--- config.mk ---
export PLATFORM = sky130hd
export DESIGN_NAME = mips_multicycle_ctrl
export DESIGN_NICKNAME = d
export VERILOG_FILES = /design/src/rtl/mips_multicycle_ctrl.sv
export SDC_FILE = /design/constraint.sdc
export NUM_CORES = 1
export LEC_CHECK = 0
export CAP_MARGIN = 30
export CELL_PAD_IN_SITES_DETAIL_PLACEMENT = 0
export CELL_PAD_IN_SITES_GLOBAL_PLACEMENT = 2
export CORE_MARGIN = 2
export CORE_UTILIZATION = 30
export CTS_BUF_LIST = sky130_fd_sc_hd__clkbuf_8
export DETAILED_ROUTE_END_ITERATION = 6
export PLACE_DENSITY = 0.88
export SYNTH_ARGS = -nofsm -noshare
export SYNTH_HDL_FRONTEND = slang
export SYNTH_SLANG_ARGS = --single-unit
--- constraint.sdc ---
create_clock -name clk -period 2.2 [get_ports clk]
set_input_delay 0.44 -clock clk [delete_from_list [all_inputs] [get_ports clk]]
set_output_delay 0.44 -clock clk [all_outputs]
set_load 0.01 [all_outputs]
--- src/rtl/mips_multicycle_ctrl.sv ---
// Multicycle MIPS control FSM with memory ready/timeout, BNE, trap state and retire counter.
// Optional addi support is compiled in when MIPS_CTRL_ADDI_EN is defined.
module mips_multicycle_ctrl #(
    parameter int TMO_W   = 4,
    parameter int TIMEOUT = 15,
    parameter int CNT_W   = 32
) (
    input  logic             clk,
    input  logic             rst_n,
    input  logic [5:0]       opcode,
    input  logic             mem_ready,
    output logic             pc_write_cond,
    output logic             pc_write_cond_n,
    output logic             pc_write,
    output logic             i_or_d,
    output logic             mem_read,
    output logic             mem_write,
    output logic             mem_to_reg,
    output logic             ir_write,
    output logic             alu_src_a,
    output logic             reg_write,
    output logic             reg_dst,
    output logic [1:0]       pc_source,
    output logic [1:0]       alu_op,
    output logic [1:0]       alu_src_b,
    output logic             trap,
    output logic [1:0]       trap_cause,
    output logic [CNT_W-1:0] retired,
    output logic [3:0]       state
);

    // state   | meaning
    // FETCH   | read instruction, PC+4 on mem_ready
    // DECODE  | register read, branch target, dispatch on opcode
    // MEMADR  | effective address for lw/sw
    // MEMRD   | data read, wait for mem_ready
    // MEMWB   | load result to rt
    // MEMWR   | data write, wait for mem_ready
    // EXEC    | R-type ALU operation
    // RWB     | R-type result to rd
    // BRANCH  | compare and conditional PC write (beq/bne)
    // JUMP    | PC <- jump target
    // ADDI_EX | rs + imm (only with MIPS_CTRL_ADDI_EN)
    // ADDI_WB | addi result to rt (only with MIPS_CTRL_ADDI_EN)
    // TRAP    | PC <- exception vector, one-cycle trap pulse
    typedef enum logic [3:0] {
        S_FETCH   = 4'd0,
        S_DECODE  = 4'd1,
        S_MEMADR  = 4'd2,
        S_MEMRD   = 4'd3,
        S_MEMWB   = 4'd4,
        S_MEMWR   = 4'd5,
        S_EXEC    = 4'd6,
        S_RWB     = 4'd7,
        S_BRANCH  = 4'd8,
        S_JUMP    = 4'd9,
`ifdef MIPS_CTRL_ADDI_EN
        S_ADDI_EX = 4'd10,
        S_ADDI_WB = 4'd11,
`endif
        S_TRAP    = 4'd12
    } state_e;

    localparam logic [5:0] OP_RTYPE = 6'b000000;
    localparam logic [5:0] OP_LW    = 6'b100011;
    localparam logic [5:0] OP_SW    = 6'b101011;
    localparam logic [5:0] OP_BEQ   = 6'b000100;
    localparam logic [5:0] OP_BNE   = 6'b000101;
    localparam logic [5:0] OP_J     = 6'b000010;
`ifdef MIPS_CTRL_ADDI_EN
    localparam logic [5:0] OP_ADDI  = 6'b001000;
`endif

    localparam logic [1:0] CAUSE_ILLEGAL = 2'b01;
    localparam logic [1:0] CAUSE_TIMEOUT = 2'b10;

    localparam bit               TMO_EN  = (TIMEOUT != 0);
    localparam logic [TMO_W-1:0] TMO_MAX = TMO_W'(TIMEOUT);

    state_e             state_q, state_d;
    logic [TMO_W-1:0]   wait_cnt_q, wait_cnt_d;
    logic [1:0]         cause_q, cause_d;
    logic               is_bne_q, is_bne_d;
    logic               is_sw_q, is_sw_d;
    logic [CNT_W-1:0]   retired_q, retired_d;
    logic               retire;
    logic               in_wait;
    logic               timed_out;

    always_ff @(posedge clk or negedge rst_n) begin
        if (!rst_n) begin
            state_q    <= S_FETCH;
            wait_cnt_q <= '0;
            cause_q    <= 2'b00;
            is_bne_q   <= 1'b0;
            is_sw_q    <= 1'b0;
            retired_q  <= '0;
        end else begin
            state_q    <= state_d;
            wait_cnt_q <= wait_cnt_d;
            cause_q    <= cause_d;
            is_bne_q   <= is_bne_d;
            is_sw_q    <= is_sw_d;
            retired_q  <= retired_d;
        end
    end

    assign in_wait   = (state_q == S_FETCH) || (state_q == S_MEMRD) || (state_q == S_MEMWR);
    assign timed_out = TMO_EN && !mem_ready && (wait_cnt_q == TMO_MAX);

    always_comb begin
        state_d         = state_q;
        cause_d         = cause_q;
        is_bne_d        = is_bne_q;
        is_sw_d         = is_sw_q;
        retire          = 1'b0;
        pc_write_cond   = 1'b0;
        pc_write_cond_n = 1'b0;
        pc_write        = 1'b0;
        i_or_d          = 1'b0;
        mem_read        = 1'b0;
        mem_write       = 1'b0;
        mem_to_reg      = 1'b0;
        ir_write        = 1'b0;
        alu_src_a       = 1'b0;
        reg_write       = 1'b0;
        reg_dst         = 1'b0;
        pc_source       = 2'b00;
        alu_op          = 2'b00;
        alu_src_b       = 2'b00;
        trap            = 1'b0;

        case (state_q)
            S_FETCH: begin
                mem_read  = 1'b1;
                alu_src_b = 2'b01;
                if (mem_ready) begin
                    // Held in reset the FSM sits here; keep IR/PC untouched until released.
                    ir_write = rst_n;
                    pc_write = rst_n;
                    state_d  = S_DECODE;
                end else if (timed_out) begin
                    state_d = S_TRAP;
                    cause_d = CAUSE_TIMEOUT;
                end
            end
            S_DECODE: begin
                alu_src_b = 2'b11;
                is_bne_d  = (opcode == OP_BNE);
                is_sw_d   = (opcode == OP_SW);
                case (opcode)
                    OP_LW, OP_SW:   state_d = S_MEMADR;
                    OP_RTYPE:       state_d = S_EXEC;
                    OP_BEQ, OP_BNE: state_d = S_BRANCH;
                    OP_J:           state_d = S_JUMP;
`ifdef MIPS_CTRL_ADDI_EN
                    OP_ADDI:        state_d = S_ADDI_EX;
`endif
                    default: begin
                        state_d = S_TRAP;
                        cause_d = CAUSE_ILLEGAL;
                    end
                endcase
            end
            S_MEMADR: begin
                alu_src_a = 1'b1;
                alu_src_b = 2'b10;
                state_d   = is_sw_q ? S_MEMWR : S_MEMRD;
            end
            S_MEMRD: begin
                mem_read = 1'b1;
                i_or_d   = 1'b1;
                if (mem_ready) begin
                    state_d = S_MEMWB;
                end else if (timed_out) begin
                    state_d = S_TRAP;
                    cause_d = CAUSE_TIMEOUT;
                end
            end
            S_MEMWB: begin
                reg_write  = 1'b1;
                mem_to_reg = 1'b1;
                state_d    = S_FETCH;
                retire     = 1'b1;
            end
            S_MEMWR: begin
                mem_write = 1'b1;
                i_or_d    = 1'b1;
                if (mem_ready) begin
                    state_d = S_FETCH;
                    retire  = 1'b1;
                end else if (timed_out) begin
                    state_d = S_TRAP;
                    cause_d = CAUSE_TIMEOUT;
                end
            end
            S_EXEC: begin
                alu_src_a = 1'b1;
                alu_op    = 2'b10;
                state_d   = S_RWB;
            end
            S_RWB: begin
                reg_write = 1'b1;
                reg_dst   = 1'b1;
                state_d   = S_FETCH;
                retire    = 1'b1;
            end
            S_BRANCH: begin
                alu_src_a       = 1'b1;
                alu_op          = 2'b01;
                pc_source       = 2'b01;
                pc_write_cond   = !is_bne_q;
                pc_write_cond_n = is_bne_q;
                state_d         = S_FETCH;
                retire          = 1'b1;
            end
            S_JUMP: begin
                pc_write  = 1'b1;
                pc_source = 2'b10;
                state_d   = S_FETCH;
                retire    = 1'b1;
            end
`ifdef MIPS_CTRL_ADDI_EN
            S_ADDI_EX: begin
                alu_src_a = 1'b1;
                alu_src_b = 2'b10;
                state_d   = S_ADDI_WB;
            end
            S_ADDI_WB: begin
                reg_write = 1'b1;
                state_d   = S_FETCH;
                retire    = 1'b1;
            end
`endif
            S_TRAP: begin
                pc_write  = 1'b1;
                pc_source = 2'b11;
                trap      = 1'b1;
                state_d   = S_FETCH;
            end
            default: state_d = S_FETCH;
        endcase
    end

    // Any state change clears the wait counter, so every wait state starts from zero.
    always_comb begin
        wait_cnt_d = wait_cnt_q;
        if (state_d != state_q) begin
            wait_cnt_d = '0;
        end else if (in_wait && !mem_ready && (wait_cnt_q != TMO_MAX)) begin
            wait_cnt_d = wait_cnt_q + TMO_W'(1);
        end
    end

    always_comb begin
        retired_d = retired_q;
        if (retire) begin
            retired_d = retired_q + CNT_W'(1);
        end
    end

    assign trap_cause = cause_q;
    assign retired    = retired_q;
    assign state      = state_q;

endmodule
==> impl_summary.log <==
INFO  metric power.combinational.fraction = 44.8%
INFO  metric drive_above_1_share = 16.7%
INFO  metric reg2reg_depth = 9
INFO  metric drt-total-wl = 5580 um
INFO  metric ant_nets = 0
INFO  metric post_drt_wl_per_cell = 13.3 um
INFO  metric fp.coreArea = 7650 um^2
INFO  metric remaining_drc_errors = 0
INFO  metric fp-row-count = 32
INFO  metric global_route.overflow_total = 0
INFO  metric starting_drt_drc_count = 67
INFO  metric globalRouteTotalUtil = 13.8%
INFO  metric seq_area_frac_synth = 46.9%
INFO  metric power-per-cell-area = 893 nW/um^2
INFO  metric fin_hold_viols = 0
INFO  metric numPortBuffers = 64
INFO  metric ys_types = 48
INFO  metric synthesized_flop_and_latch_total = 44
INFO  metric vdd_ir_drop_max = 0.000442 V
INFO  metric critPathCaptureType = output port
INFO  metric place.detailed.instances = 402
INFO  metric end_of_flow_core_utilization = 44.3%
INFO  metric syn-num-nets = 240
INFO  metric count_of_mapped_cells_out_of_synthesis = 229
INFO  metric worst_pin_slew = 0.562 ns
INFO  metric per_cell_via_count_in_the_routed_design = 4.77
INFO  metric gp_routability_congestion = 0.834
INFO  metric place_worst_setup_slack = -0.186 ns
INFO  metric dieArea = 8550 um^2
INFO  metric post-route-worst-setup-slack = 0.0865 ns
INFO  metric final_cell_mix = 48 x sky130_fd_sc_hd__clkdlybuf4s50_1, 41 x sky130_fd_sc_hd__dfrtp_1, 26 x sky130_fd_sc_hd__xnor2_1, 23 x sky130_fd_sc_hd__buf_4, 20 x sky130_fd_sc_hd__nand2_1
INFO  metric routed-via-count = 1997
INFO  metric cts_buffers = 5
INFO  metric placement.cell_area = 3190 um^2
INFO  metric first_global_vias = 1942
INFO  metric type_of_the_most_critical_hold_path = input pin to async pin
INFO  metric initial_utilization = 30.7%
INFO  metric worst_setup_path_start_kind = input pin
INFO  metric layout.cells.most_common = sky130_fd_sc_hd__clkdlybuf4s50_1
INFO  metric grt_setup_unrepaired = no
INFO  metric clock_tree_from_tritoncts = done
INFO  metric setup_viol = 0
INFO  metric power.share.sequential = 34.2%
INFO  metric ys.flop_type = sky130_fd_sc_hd__dfrtp_1
INFO  metric final.setup.tns = 0 ns
INFO  metric nets = 327
INFO  metric antenna_cells = 0
INFO  metric switching_pwr = 1.04 mW
INFO  metric finalMaxSlewViolations = 0
INFO  metric timing.max_cap.violations = 0
INFO  metric final_area = 3390 um^2
INFO  metric minimum_period_implied_by_the_final_worst_setup_slack = 2.11 ns
INFO  metric wp_data_required = 1.76 ns
INFO  metric timing.critical_path.fanout_max = 2
INFO  metric outcome = finished clean
INFO  metric static-leakage-power = 1.59 nW
INFO  metric dpl.hpwl = 4120 um
INFO  metric clock_tree.root_cell = sky130_fd_sc_hd__clkbuf_8
INFO  metric worst_slew_margin_rel = 62.6%
INFO  metric largest_buffer_count_on_any_clock_path = 2
INFO  metric synth_area_per_cell = 10.3 um^2
INFO  metric die_x = 92.5 um
INFO  metric post_layout_nonfiller_instances = 419
INFO  metric h-tree-depth = 2
INFO  metric async_set_or_reset_register_ratio_after_synthesis = 100%
INFO  metric clock_power_share = 21.0%
INFO  metric grt_start_max_net_pins = 45
INFO  metric critPathKind = input pin to output port
INFO  metric yosys_warnings = 0
INFO  metric regToRegSetupSlack = 0.21 ns
INFO  metric fmaxAchievable = 473 MHz
INFO  metric syn-cell-area = 2350 um^2
INFO  metric number_of_enable_flip_flop_cells_after_synthesis = 0
INFO  metric swShare = 34.6%
INFO  metric layout-area-overhead-vs-synth = 44.2%
INFO  metric antenna_violations_before_repair = 0
INFO  metric clk_latency = 0.31 ns
INFO  metric io_pins = 65
INFO  metric fin_skew = 0.0133 ns
INFO  metric cts_sinks = 44
INFO  metric cts_hold_buf = 0
INFO  metric chipHeight = 92.5 um
INFO  metric internal_dissipation = 1.98 mW
INFO  metric number_of_iterations_in_the_first_detailed_routing_pass = 4
INFO  metric grt_pass1_wl = 9410 um
INFO  metric clkTransAtPathRegs = 0.09 ns
INFO  metric arrival = 1.67 ns
INFO  metric timing.final.crit_share = 96.1%
-- path summary, 6_finish.rpt --
| kind | endpoint | from |
|---|---|---|
| max in group asynchronous | state[3]$_DFF_PN0_ | rst_n |
| hold reg to reg | wait_cnt_q[0]$_DFFE_PN0P_ | wait_cnt_q[0]$_DFFE_PN0P_ |
| setup reg to reg | retired[25]$_DFFE_PN0P_ | state[2]$_DFF_PN0_ |
| hold / removal | retired[8]$_DFFE_PN0P_ | rst_n |
| setup / recovery | pc_write | mem_ready |
| min in group clk | wait_cnt_q[0]$_DFFE_PN0P_ | wait_cnt_q[0]$_DFFE_PN0P_ |
-- flip-flops by register name (all words and copies together), names as in the netlist --
signal	count
trap_cause	2
state	4
is_sw_q	1
wait_cnt_q	4
retired	32
is_bne_q	1
-- what timing repair did --
item / CTS / global route
gates resized for setup: 15 / 7
buffers inserted: 5 / 4
pin swaps: 0 / 0
setup endpoints to repair: 16 / 5
-- routing by layer --
metal  up-vias  GRT usage (%)  routed length, um
met5         -              0                  0
li1        979              -                  -
met4         0           3.36                 57
met2        47           22.8               2710
met3         5           3.66                275
met1       966           18.1               2540
-- final cells by class --
cell class	count	area, um^2
Sequential cell	44	1100
Clock buffer	5	68.8
Tap cell	102	128
Clock inverter	3	46.3
Timing Repair Buffer	89	842
Fill cell	733	4260
Inverter	4	15.0
Multi-Input combinational cell	172	1180
-- synthesized netlist by cell type (2+ instances only) --
| library cell | n | area (um^2) |
|---|---|---|
| sky130_fd_sc_hd__a211oi_1 | 3 | 22.5 |
| sky130_fd_sc_hd__a21o_1 | 2 | 15.0 |
| sky130_fd_sc_hd__a21oi_1 | 2 | 10.0 |
| sky130_fd_sc_hd__and2_1 | 5 | 31.3 |
| sky130_fd_sc_hd__and3_1 | 7 | 43.8 |
| sky130_fd_sc_hd__and4_1 | 3 | 26.3 |
| sky130_fd_sc_hd__buf_2 | 3 | 15.0 |
| sky130_fd_sc_hd__buf_6 | 2 | 22.5 |
| sky130_fd_sc_hd__clkbuf_1 | 4 | 15.0 |
| sky130_fd_sc_hd__dfrtp_1 | 44 | 1100 |
| sky130_fd_sc_hd__ha_1 | 2 | 25.0 |
| sky130_fd_sc_hd__inv_1 | 4 | 15.0 |
| sky130_fd_sc_hd__nand2_1 | 20 | 75.1 |
| sky130_fd_sc_hd__nand2b_1 | 6 | 37.5 |
| sky130_fd_sc_hd__nand3_1 | 15 | 75.1 |
| sky130_fd_sc_hd__nand4_1 | 8 | 50.1 |
| sky130_fd_sc_hd__nor2_1 | 17 | 63.8 |
| sky130_fd_sc_hd__nor2b_1 | 2 | 12.5 |
| sky130_fd_sc_hd__nor3_1 | 9 | 45.0 |
| sky130_fd_sc_hd__nor3b_1 | 3 | 22.5 |
| sky130_fd_sc_hd__nor4_1 | 2 | 12.5 |
| sky130_fd_sc_hd__nor4_4 | 2 | 42.5 |
| sky130_fd_sc_hd__o21ai_0 | 4 | 20.0 |
| sky130_fd_sc_hd__or2_2 | 2 | 12.5 |
| sky130_fd_sc_hd__or3_1 | 3 | 18.8 |
| sky130_fd_sc_hd__xnor2_1 | 26 | 228 |
| sky130_fd_sc_hd__xor2_1 | 8 | 70.1 |
-- cells by family (layout without fill, tap and decap cells) --
| kind of cell | count (synthesis) | count (layout) | synth area share [%] |
|---|---|---|---|
| AOI/OAI and AO/OA | 21 | 21 | 6.88 |
| xor gates and xnor gates | 35 | 35 | 13.4 |
| adders and majority gates | 2 | 2 | 1.07 |
| buffers and inverters | 13 | 101 | 2.88 |
| DFF | 44 | 44 | 46.9 |
| muxes | 2 | 2 | 0.906 |
| and+or+nand+nor | 112 | 112 | 28.0 |
-- worst max-delay path, stage by stage --
cell and delay [ns]:
sky130_fd_sc_hd__clkdlybuf4s50_1 0.41, sky130_fd_sc_hd__nor2b_2 0.16, sky130_fd_sc_hd__and3_1 0.16, sky130_fd_sc_hd__or2_2 0.26, sky130_fd_sc_hd__clkdlybuf4s15_1 0.23
-- power by group through the flow --
stage	Clock (mW)	Combinational (mW)	Sequential [mW]
floorplan	0	0.684	1.05
global placement	0	1.26	1.07
detailed placement	0	1.28	1.07
CTS	0.656	1.33	1.04
global route	0.701	1.48	1.05
finish	0.634	1.35	1.03
-- metrics by stage --
stage / power [mW] / hold slack, ns
after floorplan: 1.73 / 0.144
after global routing: 3.24 / 0.319
after global placement: 2.33 / 0.452
after CTS: 3.03 / 0.298
final: 3.02 / 0.287
after detailed placement: 2.36 / 0.461
(Power assumes the default switching activity.)
